$ cat config.mk
export PLATFORM = sky130hd
export DESIGN_NAME = sram_arbiter
export DESIGN_NICKNAME = d
export VERILOG_FILES = /design/src/rtl/sram_arbiter.sv
export SDC_FILE = /design/constraint.sdc
export NUM_CORES = 1
export LEC_CHECK = 0
export CORE_AREA = 2 2 120 122
export CTS_BUF_LIST = sky130_fd_sc_hd__clkbuf_16
export DETAILED_ROUTE_END_ITERATION = 10
export DIE_AREA = 0 0 122 124
export PLACE_DENSITY_LB_ADDON = 0.3
export RECOVER_POWER = 25
export SETUP_SLACK_MARGIN = 0.4
export SLEW_MARGIN = 20
export SYNTH_ARGS = -nofsm -noshare
export SYNTH_HDL_FRONTEND = slang
export SYNTH_SLANG_ARGS = --single-unit
$ cat constraint.sdc
create_clock -name clk -period 2.05 [get_ports clk]
set_input_delay 0.3075 -clock clk [delete_from_list [all_inputs] [get_ports clk]]
set_output_delay 0.3075 -clock clk [all_outputs]
set_load 0.01 [all_outputs]
$ cat src/rtl/sram_arbiter.sv
// ---------------------------------------------------------------------------
// sram_arbiter
//
// Two-master to one-slave arbiter for sram-like buses. An instruction-fetch
// master (inst_*) and a memory-stage master (data_*) share one slave port
// (out_*). At most one transaction is outstanding: a request is issued in
// IDLE (zero-cycle latency), held in ADDR until the slave accepts the
// address, and completed in DATA when the slave returns out_data_ok.
// Data wins ties between the masters.
//
// Optional feature (macro ARB_STARVE_GUARD_EN): a 4-bit starvation counter
// forces an instruction grant after STARVE_LIMIT consecutive data grants
// taken while inst_req was pending. With the macro undefined, data
// strictly outranks inst.
//
// Ports
//   clk                      sole clock, rising edge
//   rst                      asynchronous reset, active-low
//   inst_req/wr/size/addr/wdata  fetch-side request
//   inst_rdata/addr_ok/data_ok   fetch-side response
//   data_req/wr/size/addr/wdata  mem-stage request
//   data_rdata/addr_ok/data_ok   mem-stage response
//   out_req/wr/size/addr/wdata   shared-slave request
//   out_rdata/addr_ok/data_ok    shared-slave response
// ---------------------------------------------------------------------------
module sram_arbiter #(
    parameter int unsigned STARVE_LIMIT = 4
) (
    input  logic        clk,
    input  logic        rst,

    input  logic        inst_req,
    input  logic        inst_wr,
    input  logic [1:0]  inst_size,
    input  logic [31:0] inst_addr,
    input  logic [31:0] inst_wdata,
    output logic [31:0] inst_rdata,
    output logic        inst_addr_ok,
    output logic        inst_data_ok,

    input  logic        data_req,
    input  logic        data_wr,
    input  logic [1:0]  data_size,
    input  logic [31:0] data_addr,
    input  logic [31:0] data_wdata,
    output logic [31:0] data_rdata,
    output logic        data_addr_ok,
    output logic        data_data_ok,

    output logic        out_req,
    output logic        out_wr,
    output logic [1:0]  out_size,
    output logic [31:0] out_addr,
    output logic [31:0] out_wdata,
    input  logic [31:0] out_rdata,
    input  logic        out_addr_ok,
    input  logic        out_data_ok
);

    if (STARVE_LIMIT < 1 || STARVE_LIMIT > 15) begin : g_bad_limit
        $error("sram_arbiter: STARVE_LIMIT must be in 1..15");
    end

    typedef enum logic [1:0] {S_IDLE, S_ADDR, S_DATA} state_e;
    typedef enum logic       {OWN_INST, OWN_DATA}     owner_e;

    state_e state_q, state_d;
    owner_e owner_q, owner_d;

    logic any_req;
    logic starve_force;
    logic grant_inst;   // IDLE arbitration result
    logic issuing;      // a request is on out_* this cycle
    logic sel_inst;     // out_* sourced from the inst master

`ifdef ARB_STARVE_GUARD_EN
    logic [3:0] starve_q, starve_d;
    assign starve_force = (starve_q >= 4'(STARVE_LIMIT));
`else
    assign starve_force = 1'b0;
`endif

    assign any_req    = inst_req | data_req;
    assign grant_inst = inst_req & (~data_req | starve_force);
    assign issuing    = ((state_q == S_IDLE) & any_req) | (state_q == S_ADDR);
    // Once a transaction is in flight the owner register fixes the grant.
    assign sel_inst   = (state_q == S_IDLE) ? grant_inst : (owner_q == OWN_INST);

    // Next-state logic.
    // NOTE: every always_comb output gets a default first so no path leaves
    // it unassigned, which would infer a latch.
    always_comb begin
        state_d = state_q;
        owner_d = owner_q;
`ifdef ARB_STARVE_GUARD_EN
        starve_d = starve_q;
`endif
        case (state_q)
            S_IDLE: begin
                if (any_req) begin
                    owner_d = grant_inst ? OWN_INST : OWN_DATA;
                    state_d = out_addr_ok ? S_DATA : S_ADDR;
                end
`ifdef ARB_STARVE_GUARD_EN
                // A pending inst that loses arbitration is counted; the
                // counter saturates rather than wrapping back to zero.
                if (!inst_req || grant_inst) begin
                    starve_d = 4'd0;
                end else if (starve_q != 4'd15) begin
                    starve_d = starve_q + 4'd1;
                end
`endif
            end
            S_ADDR: if (out_addr_ok) state_d = S_DATA;
            S_DATA: if (out_data_ok) state_d = S_IDLE;
            default: state_d = S_IDLE;
        endcase
    end

    // NOTE: state registers use non-blocking assignments so every flop
    // samples the pre-edge values, independent of statement order.
    always_ff @(posedge clk or negedge rst) begin
        if (!rst) begin
            state_q  <= S_IDLE;
            owner_q  <= OWN_DATA;
`ifdef ARB_STARVE_GUARD_EN
            starve_q <= 4'd0;
`endif
        end else begin
            state_q  <= state_d;
            owner_q  <= owner_d;
`ifdef ARB_STARVE_GUARD_EN
            starve_q <= starve_d;
`endif
        end
    end

    // Outputs are combinational so a request reaches out_* in the cycle it
    // is raised.
    // NOTE: rst gates every output directly so out_req drops the instant
    // reset asserts, without waiting for a clock edge.
    always_comb begin
        out_req      = 1'b0;
        out_wr       = 1'b0;
        out_size     = 2'b00;
        out_addr     = 32'h0;
        out_wdata    = 32'h0;
        inst_rdata   = 32'h0;
        data_rdata   = 32'h0;
        inst_addr_ok = 1'b0;
        data_addr_ok = 1'b0;
        inst_data_ok = 1'b0;
        data_data_ok = 1'b0;
        if (rst) begin
            inst_rdata = out_rdata;
            data_rdata = out_rdata;
            if (issuing) begin
                out_req      = 1'b1;
                out_wr       = sel_inst ? inst_wr    : data_wr;
                out_size     = sel_inst ? inst_size  : data_size;
                out_addr     = sel_inst ? inst_addr  : data_addr;
                out_wdata    = sel_inst ? inst_wdata : data_wdata;
                inst_addr_ok = sel_inst  & out_addr_ok;
                data_addr_ok = ~sel_inst & out_addr_ok;
            end
            if (state_q == S_DATA) begin
                inst_data_ok = (owner_q == OWN_INST) & out_data_ok;
                data_data_ok = (owner_q == OWN_DATA) & out_data_ok;
            end
        end
    end

endmodule
== After elaboration in Yosys (flattened, before gate mapping) ==
Cells that the tools add are included.

* Logic and storage cells: 51
* Register bits after elaboration: 3
* Bits of input ports: 172

* Bitwise logic cells: 11
* Reductions and logical operators: 3
* Equal/unequal tests: 5
* Muxes and demuxes: 30

{| class="wikitable"
|+ Operators with widths
! kind !! number
|-
| two-way mux 32 bit || 7
|-
| two-way mux 1 bit || 15
|-
| two-way mux 2 bit || 7
|-
| AND 1 bit || 6
|-
| != test 2 bit, second input constant || 3
|-
| case mux 2 bit (3 select lines) || 1
|-
| inverter 1 bit || 3
|-
| AND reduction 3 bit || 1
|-
| equality test 2 x 1 -> 1 bit, second input constant || 1
|-
| equality test 2 bit, second input constant || 1
|-
| zero test 2 bit || 1
|-
| bitwise OR 1 bit || 2
|-
| AND reduction 2 bit || 1
|}

== Longest topological paths before layout ==
* Word-level depth: 7
* Mapped depth: 6
* Gate-level depth less buffers: 4

== Least setup slack after synthesis ==
Ideal clock, no wire load.

* Path kind: flip-flop to output port
* Start point: register state_q[1]
* End point: output port out_addr[22]
* Cell stages (with the launch flop): 6
* Data required time: 1.742 ns
* Buffers on the path: 2
* Path slack: 0.215 ns
* Arrival: 1.528 ns
* Cell sequence: dfrtp_1 nor4b_2 buf_2 buf_2 o21ai_1 a21oi_1

* Word-level cells in the longest chain between the ends: 5
* Elaborated cells on any way between the ends: 8
* Classes of those cells: eq/ne (1); mux (4); bitwise (2); reduce/logical (1)

{| class="wikitable"
|+ RTL lines
! what !! line !! source
|-
| start: declaration || 67 || <nowiki>state_e state_q, state_d;</nowiki>
|-
| start signal: assignment || 130 || <nowiki>state_q <= state_d;</nowiki>
|-
| zero test 2 bit || 85, 87 ||
|-
| two-way mux 1 bit or AND 1 bit (tied branches) || 87, 85 ||
|-
| two-way mux 32 bit or bitwise OR 1 bit (tied branches) || 161, 85 ||
|-
| two-way mux 32 bit * || 157 || <nowiki>if (issuing) begin</nowiki>
|-
| two-way mux 32 bit * || 154 || <nowiki>if (rst) begin</nowiki>
|-
| end: declaration || 53 || <nowiki>output logic [31:0] out_addr,</nowiki>
|}

Every way passes the cells marked *; elsewhere a longest branch is shown, timed or not.

== Worst setup path after layout ==
* Start point: register state_q[1]
* End point: output port out_wdata[26]

* Word-level cells in the longest chain between the ends: 5
* Elaborated cells on any way between the ends: 8
* Classes of those cells: eq/ne (1); mux (4); bitwise (2); reduce/logical (1)

{| class="wikitable"
|+ RTL lines
! what !! line !! source
|-
| zero test 2 bit || 85, 87 ||
|-
| two-way mux 1 bit or AND 1 bit (tied branches) || 87, 85 ||
|-
| two-way mux 32 bit or bitwise OR 1 bit (tied branches) || 162, 85 ||
|-
| two-way mux 32 bit * || 157 ||
|-
| two-way mux 32 bit * || 154 ||
|-
| end: declaration || 54 || <nowiki>output logic [31:0] out_wdata,</nowiki>
|}

Marked as above.

==> flow_summary_export.csv <==
group,metric,value,unit
status,status,"finished with violations",
status,violations,"setup timing",
setup_path,critPathKind,"reg -> out",
setup_path,ff2ff_path_depth,8,
timing,hold_viol,0,
synthesis,synth_area,0.00185,mm²
setup_path,rr_endpoint,"owner_q",
timing,final_max_slew_viol_count,0,
setup_path,cp.arrival,1.97,ns
routing,ant_nets,0,
layout,drive_gt1_share,43.5,%
power,p_total,3.11,mW
power,switching_share,45.0,%
floorplan,die_h,124,µm
power,peakVddDrop,296,µV
timing,timing.final.crit_share,111,%
timing,period_minus_slack,2.28,ns
global_route,grt_usage,18.7,%
timing,timing.slew.headroom,55.2,%
timing,tns,-9.96,ns
power,switchingPower,1.40,mW
power,combPwrFrac,87.3,%
synthesis,synth_seq_cells,3,
routing,routed_via_density,4.56,
timing,fin_worst_skew,0.0000533,ns
placement,numPortBuffers,307,
routing,wirelength,16200,µm
synthesis,avgSynthCellArea,5.61,µm²
global_route,grt_pass1_vias,3812,
routing,drtIter0Drc,163,
synthesis,yosysTopAreaCellShare,18.4,%
clocking,clock_path_buffers,2,
min_path,holdCritPathClass,"in -> async",
setup_path,cpPeakStageDelay,0.40,ns
setup_path,cp_max_fo,8,
global_route,overflow,0,
layout,final_util,45.4,%
placement,hpwlAfterDp,10500,µm
floorplan,design.die.area,0.0151,mm²
power,seqPwrFrac,2.9,%
timing,rsz0062_at_grt,"true",
global_route,grt_max_degree,55,
floorplan,initial_core_util,13.5,%
synthesis,seq_area_frac_synth,4.13,%
setup_path,cp_cell_sequence,"buf_6 -> nor4b_4 -> buf_4 -> buf_8 -> buf_6 -> buf_12 -> buf_16 -> o21ai_4 -> a21oi_2 -> buf_2",
timing,setup_viol,69,
synthesis,ys.flop_type,"dfrtp_1",
setup_path,worstReg2RegStart,"state_q[1]",
layout,num-fill-cells,1392,
power,intPower,1.71,mW
global_route,grt-busiest-layer,"met2",
clocking,tritoncts,"built",
setup_path,slowest_stage,"dfrtp_2",
clocking,cts_root_buf,"clkbuf_16",
global_route,antenna_found_initial,2,
placement,placement.setup.worst_slack,-0.675,ns
synthesis,yosys_warnings,0,
timing,tightest_slew,0.671,ns
global_route,use_met1,19.3,%
run,cap_violations,0,
timing,fin_ws,-0.227,ns
synthesis,yosys.area.top_type,"nand3_1",
floorplan,rows,43,
synthesis,synth_edf_count,0,
placement,gp_congestion,0.792,
routing,wire_per_inst,19.7,µm
floorplan,boundaryPins,308,
layout,multi_input_area,0.00197,mm²
routing,first_pass_iters,4,
synthesis,synth_area_leaders,"nand3_1 18%, a21oi_1 18%, buf_4 13%, o21ai_0 13%, and2_1 11%",
global_route,met2_usage,38.2,%
routing,drcViolationCount,0,
timing,whs,0.485,ns
timing,clock.fmax,439,MHz
clocking,clk_pin_slew,0.03,ns
clocking,ctsHtreeMaxLevel,1,
floorplan,design.core.area,0.0137,mm²
routing,via_count,3760,
synthesis,syn_inst,329,
global_route,grt_pass1_wl,21500,µm
layout,syn_to_final_growth,237,%
floorplan,die_w,122,µm
layout,fin_nets,815,
setup_path,worstSetupStartpointType,"flop",
setup_path,crit_top_cell,"buf_6",
power,clkPwrFrac,9.8,%
layout,regArea,77.6,µm²
clocking,cts_sinks,3,
clocking,cts_hold_buf,0,
setup_path,required,1.74,ns
synthesis,ys_types,26,
global_route,met3_usage,3.16,%
setup_path,endpoint_kind,"primary output",
power,cellLeakagePower,2.72,nW
synthesis,ys_async_sr_fraction,100,%
synthesis,synthesis.nets,501,
clocking,cts_buffers,3,
power,power.density,500,mW/mm²
setup_path,r2r_slack,0.51,ns
clocking,clock_latency,0.22,ns
## registers in the layout, indices dropped and copies added, names as in the netlist
register	flops
owner_q	1
state_q	2
## cell usage after synthesis, types with 3 or more instances
cell type  count
and2_1        32
nand3_1       68
buf_2          6
inv_1          3
a21oi_1       67
clkbuf_1      26
o21ai_0       47
buf_6          4
buf_4         33
nor2_1         4
o21ai_1       20
## power by group through the flow
stage	registers (mW)	clock network, mW	logic (mW)
6_report	0.0910	0.304	2.72
5_1_grt	0.0921	0.315	2.88
4_1_cts	0.0887	0.309	2.49
3_5_place_dp	0.0869	0	2.14
3_3_place_gp	0.0859	0	2.12
2_1_floorplan	0.0962	0	1.04
## logic make-up (layout without fill, tap and decap cells)
family,count (synthesis),count (layout),synth area share (%)
DFF,3,3,4.13
and+or+nand+nor,114,114,33.9
buffers and inverters,74,387,23.8
other,0,2,0
AOI/OAI and AO/OA,138,138,38.1
## metal layers
layer  wire, µm  vias up
li1           -     1772
met1       5860     1761
met2       8920      208
met3       1180       19
met4        289        0
met5          0        -
## placed cells by master, fill, tap and decap left out, types with 18 or more instances in the layout
master           count
nand3_1             49
nand3_2             19
buf_6               20
clkdlybuf4s50_1    168
a21oi_2             63
o21ai_1             32
dlygate4sd2_1       65
buf_4               18
buf_2               65
o21ai_2             23
and2_1              32
## worst max path at each step
stage | startpoint | to | slack, ns
finish | state_q[1] | out_wdata[26] | -0.23
global route | state_q[1] | out_wdata[26] | -0.29
CTS | state_q[1] | out_wdata[1] | -0.16
detailed placement | data_req | out_addr[12] | -0.68
global placement | data_req | out_wdata[31] | -0.68
floorplan | state_q[1] | out_addr[10] | 0.27
## through the flow
| stage | area [µm²] | std cells |
|---|---|---|
| after floorplan | 2120 | 329 |
| after CTS | 5910 | 812 |
| after detailed placement | 5270 | 771 |
| after global routing | 6220 | 824 |
| final | 6220 | 824 |
| after global placement | 5270 | 771 |
## repair_timing
action                                  CTS  global route
cloned                                   15             4
pin swaps                                44            17
gates resized for setup                 499            37
endpoints found under the setup margin  136            72
setup buffers                            22             6
## cell type report
class	instances	area share, %
clock inverter	1	0.0603
inverter	3	0.221
timing repair buffer	380	62.0
antenna	2	0.0804
clock buffer	3	1.21
tap	180	3.62
sequential	3	1.25
multi-input combinational	252	31.6
## critical path, delay by kind of cell (launching register included)
kind / cells / cell delay, ns
AO/OA/AOI/OAI: 2 / 0.19
flip-flops: 1 / 0.40
buffers and inverters: 7 / 0.88
AND/OR/NAND/NOR: 1 / 0.26
No activity file was read; power rests on OpenSTA's default activity.
